## src/rtl/leaf_uplink_port.sv

```systemverilog
// Leaf-side end of a leaf<->spine link: credit-controlled TX toward the spine, valid/ready RX FIFO toward the leaf.
// Optional flit counters (tx_flit_count, rx_flit_count) are built when UPLINK_STATS_EN is defined.
module leaf_uplink_port #(
  parameter logic [3:0] GROUP_ID   = 4'b0001,
  parameter int         DWIDTH     = 16,
  parameter int         FIFO_DEPTH = 8,
  parameter int         CREDITS    = 8
) (
  input  logic                           clk,
  input  logic                           reset,
  input  logic [DWIDTH-1:0]              loc_tx_data,
  input  logic                           loc_tx_valid,
  output logic                           loc_tx_ready,
  output logic [DWIDTH-1:0]              up_tx_data,
  output logic                           up_tx_valid,
  input  logic                           up_credit_ret,
  input  logic [DWIDTH-1:0]              up_rx_data,
  input  logic                           up_rx_valid,
  output logic [DWIDTH-1:0]              loc_rx_data,
  output logic                           loc_rx_valid,
  input  logic                           loc_rx_ready,
  output logic [$clog2(CREDITS+1)-1:0]   credit_cnt,
  output logic                           rx_overflow,
  output logic                           rx_misroute
`ifdef UPLINK_STATS_EN
  ,
  output logic [15:0]                    tx_flit_count,
  output logic [15:0]                    rx_flit_count
`endif
);

  localparam int AW = $clog2(FIFO_DEPTH);
  localparam int PW = AW + 1;
  localparam int CW = $clog2(CREDITS + 1);
  localparam logic [CW-1:0] CRED_MAX = CW'(CREDITS);

  typedef enum logic [1:0] {IDLE, SEND, STALL} tx_state_t;

  tx_state_t state, state_next;

  logic [DWIDTH-1:0] tx_mem [FIFO_DEPTH];
  logic [PW-1:0]     tx_wr, tx_rd;
  logic              tx_empty, tx_full, tx_push, tx_send;
  logic [CW-1:0]     credit_next;

  logic [DWIDTH-1:0] rx_mem [FIFO_DEPTH];
  logic [PW-1:0]     rx_wr, rx_rd;
  logic              rx_empty, rx_full, rx_push, rx_pop;

  // Extra pointer bit tells full from empty when the index bits match.
  assign tx_empty     = (tx_wr == tx_rd);
  assign tx_full      = (tx_wr[AW] != tx_rd[AW]) && (tx_wr[AW-1:0] == tx_rd[AW-1:0]);
  assign loc_tx_ready = !tx_full;
  assign tx_push      = loc_tx_valid && !tx_full;

  // Sending is also allowed on the IDLE/STALL exit edge so a lone flit reaches the spine one edge after its push.
  always_comb begin
    state_next = state;
    tx_send    = 1'b0;
    case (state)
      IDLE: begin
        if (!tx_empty) begin
          if (credit_cnt != '0) begin
            tx_send    = 1'b1;
            state_next = SEND;
          end else begin
            state_next = STALL;
          end
        end
      end
      SEND: begin
        if (tx_empty)               state_next = IDLE;
        else if (credit_cnt == '0)  state_next = STALL;
        else                        tx_send    = 1'b1;
      end
      STALL: begin
        if (credit_cnt != '0) begin
          state_next = SEND;
          tx_send    = !tx_empty;
        end
      end
      default: state_next = IDLE;
    endcase
  end

  // A return with a simultaneous send nets to zero; a lone return saturates at CREDITS.
  always_comb begin
    credit_next = credit_cnt;
    if (tx_send && !up_credit_ret)
      credit_next = credit_cnt - CW'(1);
    else if (!tx_send && up_credit_ret && (credit_cnt != CRED_MAX))
      credit_next = credit_cnt + CW'(1);
  end

  always_ff @(posedge clk or negedge reset) begin
    if (!reset) begin
      state       <= IDLE;
      tx_wr       <= '0;
      tx_rd       <= '0;
      up_tx_valid <= 1'b0;
      up_tx_data  <= '0;
      credit_cnt  <= CRED_MAX;
    end else begin
      state       <= state_next;
      credit_cnt  <= credit_next;
      up_tx_valid <= tx_send;
      if (tx_push)
        tx_wr <= tx_wr + PW'(1);
      if (tx_send) begin
        tx_rd      <= tx_rd + PW'(1);
        up_tx_data <= tx_mem[tx_rd[AW-1:0]];
      end
    end
  end

  always_ff @(posedge clk) begin
    if (tx_push)
      tx_mem[tx_wr[AW-1:0]] <= loc_tx_data;
  end

  assign rx_empty     = (rx_wr == rx_rd);
  assign rx_full      = (rx_wr[AW] != rx_rd[AW]) && (rx_wr[AW-1:0] == rx_rd[AW-1:0]);
  assign loc_rx_valid = !rx_empty;
  assign loc_rx_data  = rx_mem[rx_rd[AW-1:0]];
  assign rx_pop       = loc_rx_valid && loc_rx_ready;
  assign rx_push      = up_rx_valid && (!rx_full || rx_pop);

  always_ff @(posedge clk or negedge reset) begin
    if (!reset) begin
      rx_wr       <= '0;
      rx_rd       <= '0;
      rx_overflow <= 1'b0;
      rx_misroute <= 1'b0;
    end else begin
      if (rx_push)
        rx_wr <= rx_wr + PW'(1);
      if (rx_pop)
        rx_rd <= rx_rd + PW'(1);
      if (up_rx_valid && rx_full && !rx_pop)
        rx_overflow <= 1'b1;
      if (up_rx_valid && (up_rx_data[DWIDTH-1:DWIDTH-4] != GROUP_ID))
        rx_misroute <= 1'b1;
    end
  end

  // On push+pop while full the write lands in the slot being vacated by the pop.
  always_ff @(posedge clk) begin
    if (rx_push)
      rx_mem[rx_wr[AW-1:0]] <= up_rx_data;
  end

`ifdef UPLINK_STATS_EN
  always_ff @(posedge clk or negedge reset) begin
    if (!reset) begin
      tx_flit_count <= '0;
      rx_flit_count <= '0;
    end else begin
      if (up_tx_valid && (tx_flit_count != 16'hFFFF))
        tx_flit_count <= tx_flit_count + 16'd1;
      if (rx_push && (rx_flit_count != 16'hFFFF))
        rx_flit_count <= rx_flit_count + 16'd1;
    end
  end
`endif

endmodule

```

## config.mk

```make
export PLATFORM = sky130hd
export DESIGN_NAME = leaf_uplink_port
export DESIGN_NICKNAME = d
export VERILOG_FILES = /design/src/rtl/leaf_uplink_port.sv
export SDC_FILE = /design/constraint.sdc
export NUM_CORES = 1
export LEC_CHECK = 0
export ABC_CLOCK_PERIOD_IN_PS = 7450
export BUFFER_PORTS_ARGS = -buffer_cell sky130_fd_sc_hd__buf_2
export CAP_MARGIN = 20
export CORE_UTILIZATION = 40
export DETAILED_ROUTE_END_ITERATION = 8
export PLACE_DENSITY = 0.65
export RECOVER_POWER = 50
export SLEW_MARGIN = 20
export SYNTH_ARGS = -nofsm -noshare
export SYNTH_HDL_FRONTEND = slang
export SYNTH_SLANG_ARGS = --single-unit
```

## constraint.sdc

```tcl
create_clock -name clk -period 7.45 [get_ports clk]
set_input_delay 0.3725 -clock clk [delete_from_list [all_inputs] [get_ports clk]]
set_output_delay 0.3725 -clock clk [all_outputs]
set_load 0.01 [all_outputs]
```

== After elaboration in Yosys (flattened, before gate mapping) ==
Memory sizes are Yosys's and may differ from the RTL's. A register that Yosys moved wholly into a read port is not among the register bits.
Index checks and enable logic that the tools add are counted.

* Memories: 2
* Input bits: 38
* Memory bits (writable): 256
* Logic and storage cells: 73
* Bits in registers: 25

* Reductions and logical operators: 25
* Muxes and demuxes: 18
* Equality and inequality tests: 13
* Add/subtract/negate cells: 6

{| class="wikitable"
|+ Memories
! name !! depth !! width !! read ports !! clocked after memory_dff !! wr ports !! line !! RTL
|-
| rx_mem || 8 || 16 || 1 || 0 || 1 || 46 || <nowiki>logic [DWIDTH-1:0] rx_mem [FIFO_DEPTH];</nowiki>
|-
| tx_mem || 8 || 16 || 1 || 1 || 1 || 41 || <nowiki>logic [DWIDTH-1:0] tx_mem [FIFO_DEPTH];</nowiki>
|}

{| class="wikitable"
|+ Operator list
! cell !! number
|-
| 4-bit by 1-bit adder with 4-bit output, second input constant || 5
|-
| 1-bit logical AND || 11
|-
| 2-bit two-way mux || 5
|-
| 1-bit two-way mux || 9
|-
| 4-bit equality test || 2
|-
| 1-bit zero test || 8
|-
| 4-bit two-way mux || 2
|-
| 3-bit equality test || 2
|-
| 2-bit one-hot mux with 3 select lines || 1
|-
| 4-bit zero test || 1
|-
| 2-bit inequality test, second input constant || 2
|-
| 4-bit by 1-bit inequality test with 1-bit output, second input constant || 1
|-
| 4-bit inequality test, second input constant || 1
|-
| 4-bit nonzero test || 1
|-
| 4-bit by 1-bit subtractor with 4-bit output, second input constant || 1
|-
| 3-bit inequality test, second input constant || 1
|-
| 1-bit one-hot mux with 3 select lines || 1
|-
| 3-bit AND reduction || 1
|-
| 2-bit by 1-bit equality test with 1-bit output, second input constant || 1
|-
| 2-bit equality test, second input constant || 1
|-
| 2-bit zero test || 1
|-
| 1-bit inequality test || 2
|-
| 2-bit nonzero test || 1
|-
| 1-bit logical OR || 1
|}

== Depth between registers and ports, before layout ==
* Depth in word-level cells: 9
* Depth in mapped cells: 14
* Depth with buffers taken out: 12

== Worst setup path before layout ==
OpenSTA, ideal clock, no wires.

* Path kind: register to register
* Start point: register tx_rd[2]
* End point: memory tx_mem[0][0], enable pin
* Stages on the path, launching flop included: 7
* Period minus slack after synthesis: 2.852 ns
* Arrival: 2.443 ns
* Library setup time: 0.409 ns
* Slack: 4.598 ns
* Required time: 7.041 ns
* Path through: dfrtp_1 buf_4 xnor2_1 nand4_1 nand2_1 or2_2 nor3_1

* Longest elaborated chain between the ends: 6

{| class="wikitable"
|+ Ends and longest elaborated chain
! what !! line !! RTL
|-
| start: declaration || 42 || <nowiki>logic [PW-1:0] tx_wr, tx_rd;</nowiki>
|-
| start signal: assignment || 110 || <nowiki>tx_rd <= tx_rd + PW'(1);</nowiki>
|-
| 3-bit equality test || 52 || <nowiki>assign tx_full = (tx_wr[AW] != tx_rd[AW]) && (tx_wr[AW-1:0] == tx_rd[AW-1:0]);</nowiki>
|-
| 1-bit logical AND || 52 ||
|-
| 1-bit zero test || -- ||
|-
| net loc_tx_ready || 13 || <nowiki>output logic loc_tx_ready,</nowiki>
|-
| 1-bit logical AND || 54 || <nowiki>assign tx_push = loc_tx_valid && !tx_full;</nowiki>
|-
| 1-bit two-way mux || 117 || <nowiki>if (tx_push)</nowiki>
|-
| 1-bit two-way mux (not written as such) || 118 || <nowiki>tx_mem[tx_wr[AW-1:0]] <= loc_tx_data;</nowiki>
|-
| end: declaration || 41 ||
|}

The timed path passes the listed nets, and every way through them passes these cells.

== Worst setup path after layout ==
* Start point: register tx_rd[0]
* End point: register credit_cnt[3]

* Longest elaborated chain between the ends: 8
* Elaborated cells on any way between the ends: 12
* Classes of those cells: 1 x eq/ne; 5 x mux; 6 x reduce/logical

{| class="wikitable"
|+ Ends and longest elaborated chain
! what !! line !! RTL
|-
| 4-bit equality test (*) || 51 || <nowiki>assign tx_empty = (tx_wr == tx_rd);</nowiki>
|-
| 1-bit zero test || 79 || <nowiki>tx_send = !tx_empty;</nowiki>
|-
| 1-bit two-way mux || 77 || <nowiki>if (credit_cnt != '0) begin</nowiki>
|-
| 1-bit one-hot mux with 3 select lines (*) || 60 || <nowiki>case (state)</nowiki>
|-
| 1-bit zero test || 91 || <nowiki>else if (!tx_send && up_credit_ret && (credit_cnt != CRED_MAX))</nowiki>
|-
| 1-bit logical AND (2 in series) || 91 ||
|-
| 2-bit nonzero test (no line) || -- ||
|-
| end signal: assignment || 105 || <nowiki>credit_cnt <= credit_next;</nowiki>
|-
| end: declaration || 22 || <nowiki>output logic [$clog2(CREDITS+1)-1:0] credit_cnt,</nowiki>
|}

Every way passes the cells marked *; elsewhere a longest branch is shown, timed or not.
A chain may end at the register's enable or synchronous reset.

==> impl_metrics.env <==
export IMPL_core_rowCount=61
export IMPL_cp_num_buf_inv=3
export IMPL_synth_top_family_by_area="multiplexers"
export IMPL_post_route_min_period_ns=3.624
export IMPL_cp_start_kind="flip-flop"
export IMPL_antenna_found_initial=1
export IMPL_grt_overflow=0
export IMPL_cts_buffers_inserted=30
export IMPL_die_area_mm2=0.02956
export IMPL_hp_class="in2reg"
export IMPL_synthesis_area_mm2=0.01155
export IMPL_dpl_hpwl_um=12610
export IMPL_worst_slew_pin_slew_ns=2.434
export IMPL_yosys_warnings=0
export IMPL_pwr_share_clk_pct=26.9
export IMPL_multi_input_comb_area_mm2=0.002710
export IMPL_avgSynthCellArea_um2=20.74
export IMPL_wl_per_cell_um=20.23
export IMPL_antenna_cells=0
export IMPL_synthesis_nets=602
export IMPL_dieHeight_um=171.9
export IMPL_wl_um=21470
export IMPL_ys_seq_area_share_pct=75.45
export IMPL_layout_drive_gt1_share_pct=27.38
export IMPL_dp_cells=1004
export IMPL_syn_inst=557
export IMPL_p_per_area_mw_per_mm2=417.2
export IMPL_synth_edf_count=256
export IMPL_min_delay_start="up_rx_valid"
export IMPL_status="finished with violations"
export IMPL_crit_path_end_kind="flip-flop"
export IMPL_p_seq_share_pct=42.0
export IMPL_coreArea_mm2=0.02809
export IMPL_drv_slew=42
export IMPL_r2r_setup_slack_ns=3.83
export IMPL_finalSetupViolCount=0
export IMPL_gp_congestion=0.7846
export IMPL_synthSimpleGateAreaFrac_pct=3.239
export IMPL_synth_compound_area_share_pct=1.300
export IMPL_criticalPathCategory="reg2reg"
export IMPL_swShare_pct=30.68
export IMPL_start_util_pct=41.12
export IMPL_crit_slowest_cell="buf_4"
export IMPL_cp_required_ns=7.89
export IMPL_cts_tree="yes"
export IMPL_setup_slack_ns=3.826
export IMPL_dp_slack_ns=3.804
export IMPL_muxShareOfSynthArea_pct=16.03
export IMPL_synth_seq_cells=297
export IMPL_nets=704
export IMPL_io_pins=79
export IMPL_p_comb_share_pct=31.0
export IMPL_worstSkewPairLatency_ns=0.54
export IMPL_synth_flop_cell="edfxtp_1"
export IMPL_critPathTopFamily="buffers and inverters"
export IMPL_first_global_vias=5831
export IMPL_drv_cap=1
export IMPL_post_cts_resize_count=0
export IMPL_vias=5484
export IMPL_drt_initial_drc_count=416
export IMPL_rsz0062_at_grt="no"
export IMPL_post_cts_buffers=0
export IMPL_cts_num_sinks=297
export IMPL_seq_area_mm2=0.008717
export IMPL_placed_area_mm2=0.01244
export IMPL_fillerInstances=2373
export IMPL_drc=0
export IMPL_fin_area_mm2=0.01339
export IMPL_ant_nets=0
export IMPL_fmax_mhz=276.0
export IMPL_p_leak_nw=4.486
export IMPL_drtPass1Iterations=5
export IMPL_synth_distinct_cells=44
export IMPL_finalPower_w=0.005587
export IMPL_hold_path_cell_count=3
export IMPL_holdPathEnd="rx_wr[0]"
export IMPL_areaGrowthSynthToFinish_pct=15.95
export IMPL_p_sw_w=0.001714
export IMPL_clockBufferDepth=3
export IMPL_grt_max_degree=42
export IMPL_max_stage_delay_ns=0.54
export IMPL_r2r_start="tx_rd[0]"
export IMPL_p_int_w=0.003873
export IMPL_finalCritPeriodShare_pct=48.64
export IMPL_grt_pass1_wl_um=32980
export IMPL_via_per_inst=5.169
export IMPL_finClkSkew_ns=0.008656
export IMPL_ff2ff_path_depth=13
export IMPL_cts_root_buf="clkbuf_16"
export IMPL_io_buffers=78
export IMPL_hold_viol_final=0
export IMPL_synth_async_sr_flop_share_pct=13.80
export IMPL_clk_pin_slew_worst_paths_ns=0.06
export IMPL_ctsHtreeMaxLevel=1
export IMPL_crit_fanout=38
export IMPL_setup_tns_final_ns=0
export IMPL_grt_total_usage_pct=14.96
export IMPL_synth_xor_area_share_pct=1.668
export IMPL_slew_headroom_pct=-62.26
export IMPL_final_cells=1061
export IMPL_path_cells="buf_4, xnor2_1, nand4b_2, nand3_4, inv_2, nand2b_1, inv_1, ha_1, a21oi_1, nand2_1, nor4b_1, a311oi_1, a211oi_1"
export IMPL_die_x_um=171.9
export IMPL_violations="capacitance limit, slew limit"
export IMPL_vdd_ir_drop_max_v=0.0002240
export IMPL_worstPathArrival_ns=4.06
export IMPL_synthAdderAreaFrac_pct=0.8233
export IMPL_r2r_end="credit_cnt[3]"
[synthesized netlist by cell type (all sizes together) (2+ instances only)]
library cell    n  share of area [%]
buf            20                1.1
mux2i          17                1.5
dfrtp          40                8.7
clkbuf          6               0.21
mux4           64                 12
ha              6               0.65
nand4           3               0.16
nor4b           2               0.15
mux2           21                2.1
nand2b          5               0.27
nand3           6               0.37
nand2          11               0.38
xor2            7               0.53
a21oi          17               0.74
edfxtp        256                 67
nor2           31                1.0
o21bai          2               0.13
o22ai           2               0.11
nand4b          2               0.21
and3            2               0.11
xnor2          15                1.1
nor3            5               0.22
inv             6               0.19
[worst register-to-register path: stages, from the launching register on]
cell and delay, ns:
dfrtp_2 0.34, buf_4 0.54, xnor2_1 0.21, nand4b_2 0.18, nand3_4 0.12, inv_2 0.52, nand2b_1 0.20, inv_1 0.12
ha_1 0.27, a21oi_1 0.15, nand2_1 0.11, nor4b_1 0.39, a311oi_1 0.09, a211oi_1 0.27
[through the flow]
stage          utilization [%]  hold WS (ns)
2_1_floorplan                -       0.07691
3_3_place_gp             44.28        0.4673
3_5_place_dp             44.28        0.4800
4_1_cts                  47.86      0.007072
5_1_grt                  47.68        0.1534
6_report                 47.68        0.1445
[worst max path at each step]
stage             start       endpoint  depth (start not counted)
5_1_grt        tx_rd[0]  credit_cnt[3]                         13
6_report       tx_rd[0]  credit_cnt[3]                         13
3_3_place_gp   tx_rd[0]  credit_cnt[3]                         13
4_1_cts        tx_rd[0]  credit_cnt[3]                         13
2_1_floorplan  tx_rd[2]   tx_mem[0][0]                          6
3_5_place_dp   tx_rd[0]  credit_cnt[3]                         13
[state kept, by name, indices dropped and copies added, names as in the netlist]
register,flops
rx_overflow,1
rx_wr,4
tx_rd,4
rx_rd,4
tx_wr,4
up_tx_data,16
up_tx_valid,1
rx_mem,128
rx_misroute,1
credit_cnt,4
tx_mem,128
state,2
[cell type report]
cell class,count,share of cell area [%]
tap,378,3.532
timing repair buffer,96,3.457
inverter,6,0.1682
sequential,297,65.09
clock inverter,16,1.392
clock buffer,40,6.120
multi-input combinational,228,20.24
[power groups by stage]
stage	logic, W	clock network, W	registers [W]
after floorplan	0.00132	0	0.00232
after global routing	0.00190	0.00160	0.00238
after detailed placement	0.00176	0	0.00238
after global placement	0.00172	0	0.00236
after CTS	0.00178	0.00154	0.00235
final	0.00173	0.00150	0.00235
[kinds of logic (layout without fill, tap and decap cells)]
| kind of cell | count (synthesis) | in the layout |
|---|---|---|
| adder cells (fa/ha/maj) | 7 | 7 |
| XOR/XNOR | 22 | 22 |
| multiplexers | 102 | 102 |
| flip-flops | 297 | 297 |
| AND/OR/NAND/NOR | 72 | 72 |
| buffers and inverters | 32 | 158 |
| AO/OA/AOI/OAI | 25 | 25 |
[timing repair]
item                                    in CTS  in global routing
hold buffers                                 0                  1
endpoints found under the setup margin       0                  0
hold endpoints to repair                     0                 40
[cell usage in the layout, fill, tap and decap left out, types with 3 or more instances in the layout]
cell	count
clkinvlp_4	3
mux2_2	19
nor2_1	30
nor3_4	3
nand4_1	3
nand3_1	5
clkinv_1	4
xor2_1	7
ha_1	6
clkbuf_1	60
dfrtp_1	38
nand2b_1	5
buf_4	17
a21oi_1	17
clkinv_2	4
buf_2	26
xnor2_1	15
mux4_2	64
clkbuf_16	31
bufinv_16	4
inv_1	5
nand2_1	10
edfxtp_1	256
mux2i_1	17
[metal layers]
| metal | track usage, % | up-vias | wire length (um) |
|---|---|---|---|
| li1 | - | 2446 | - |
| met1 | 19.67 | 2815 | 9017 |
| met2 | 25.28 | 182 | 10510 |
| met3 | 2.861 | 39 | 1443 |
| met4 | 4.348 | 2 | 480 |
| met5 | 0 | - | 13 |
Note: power is estimated with default switching activity, not from simulation.
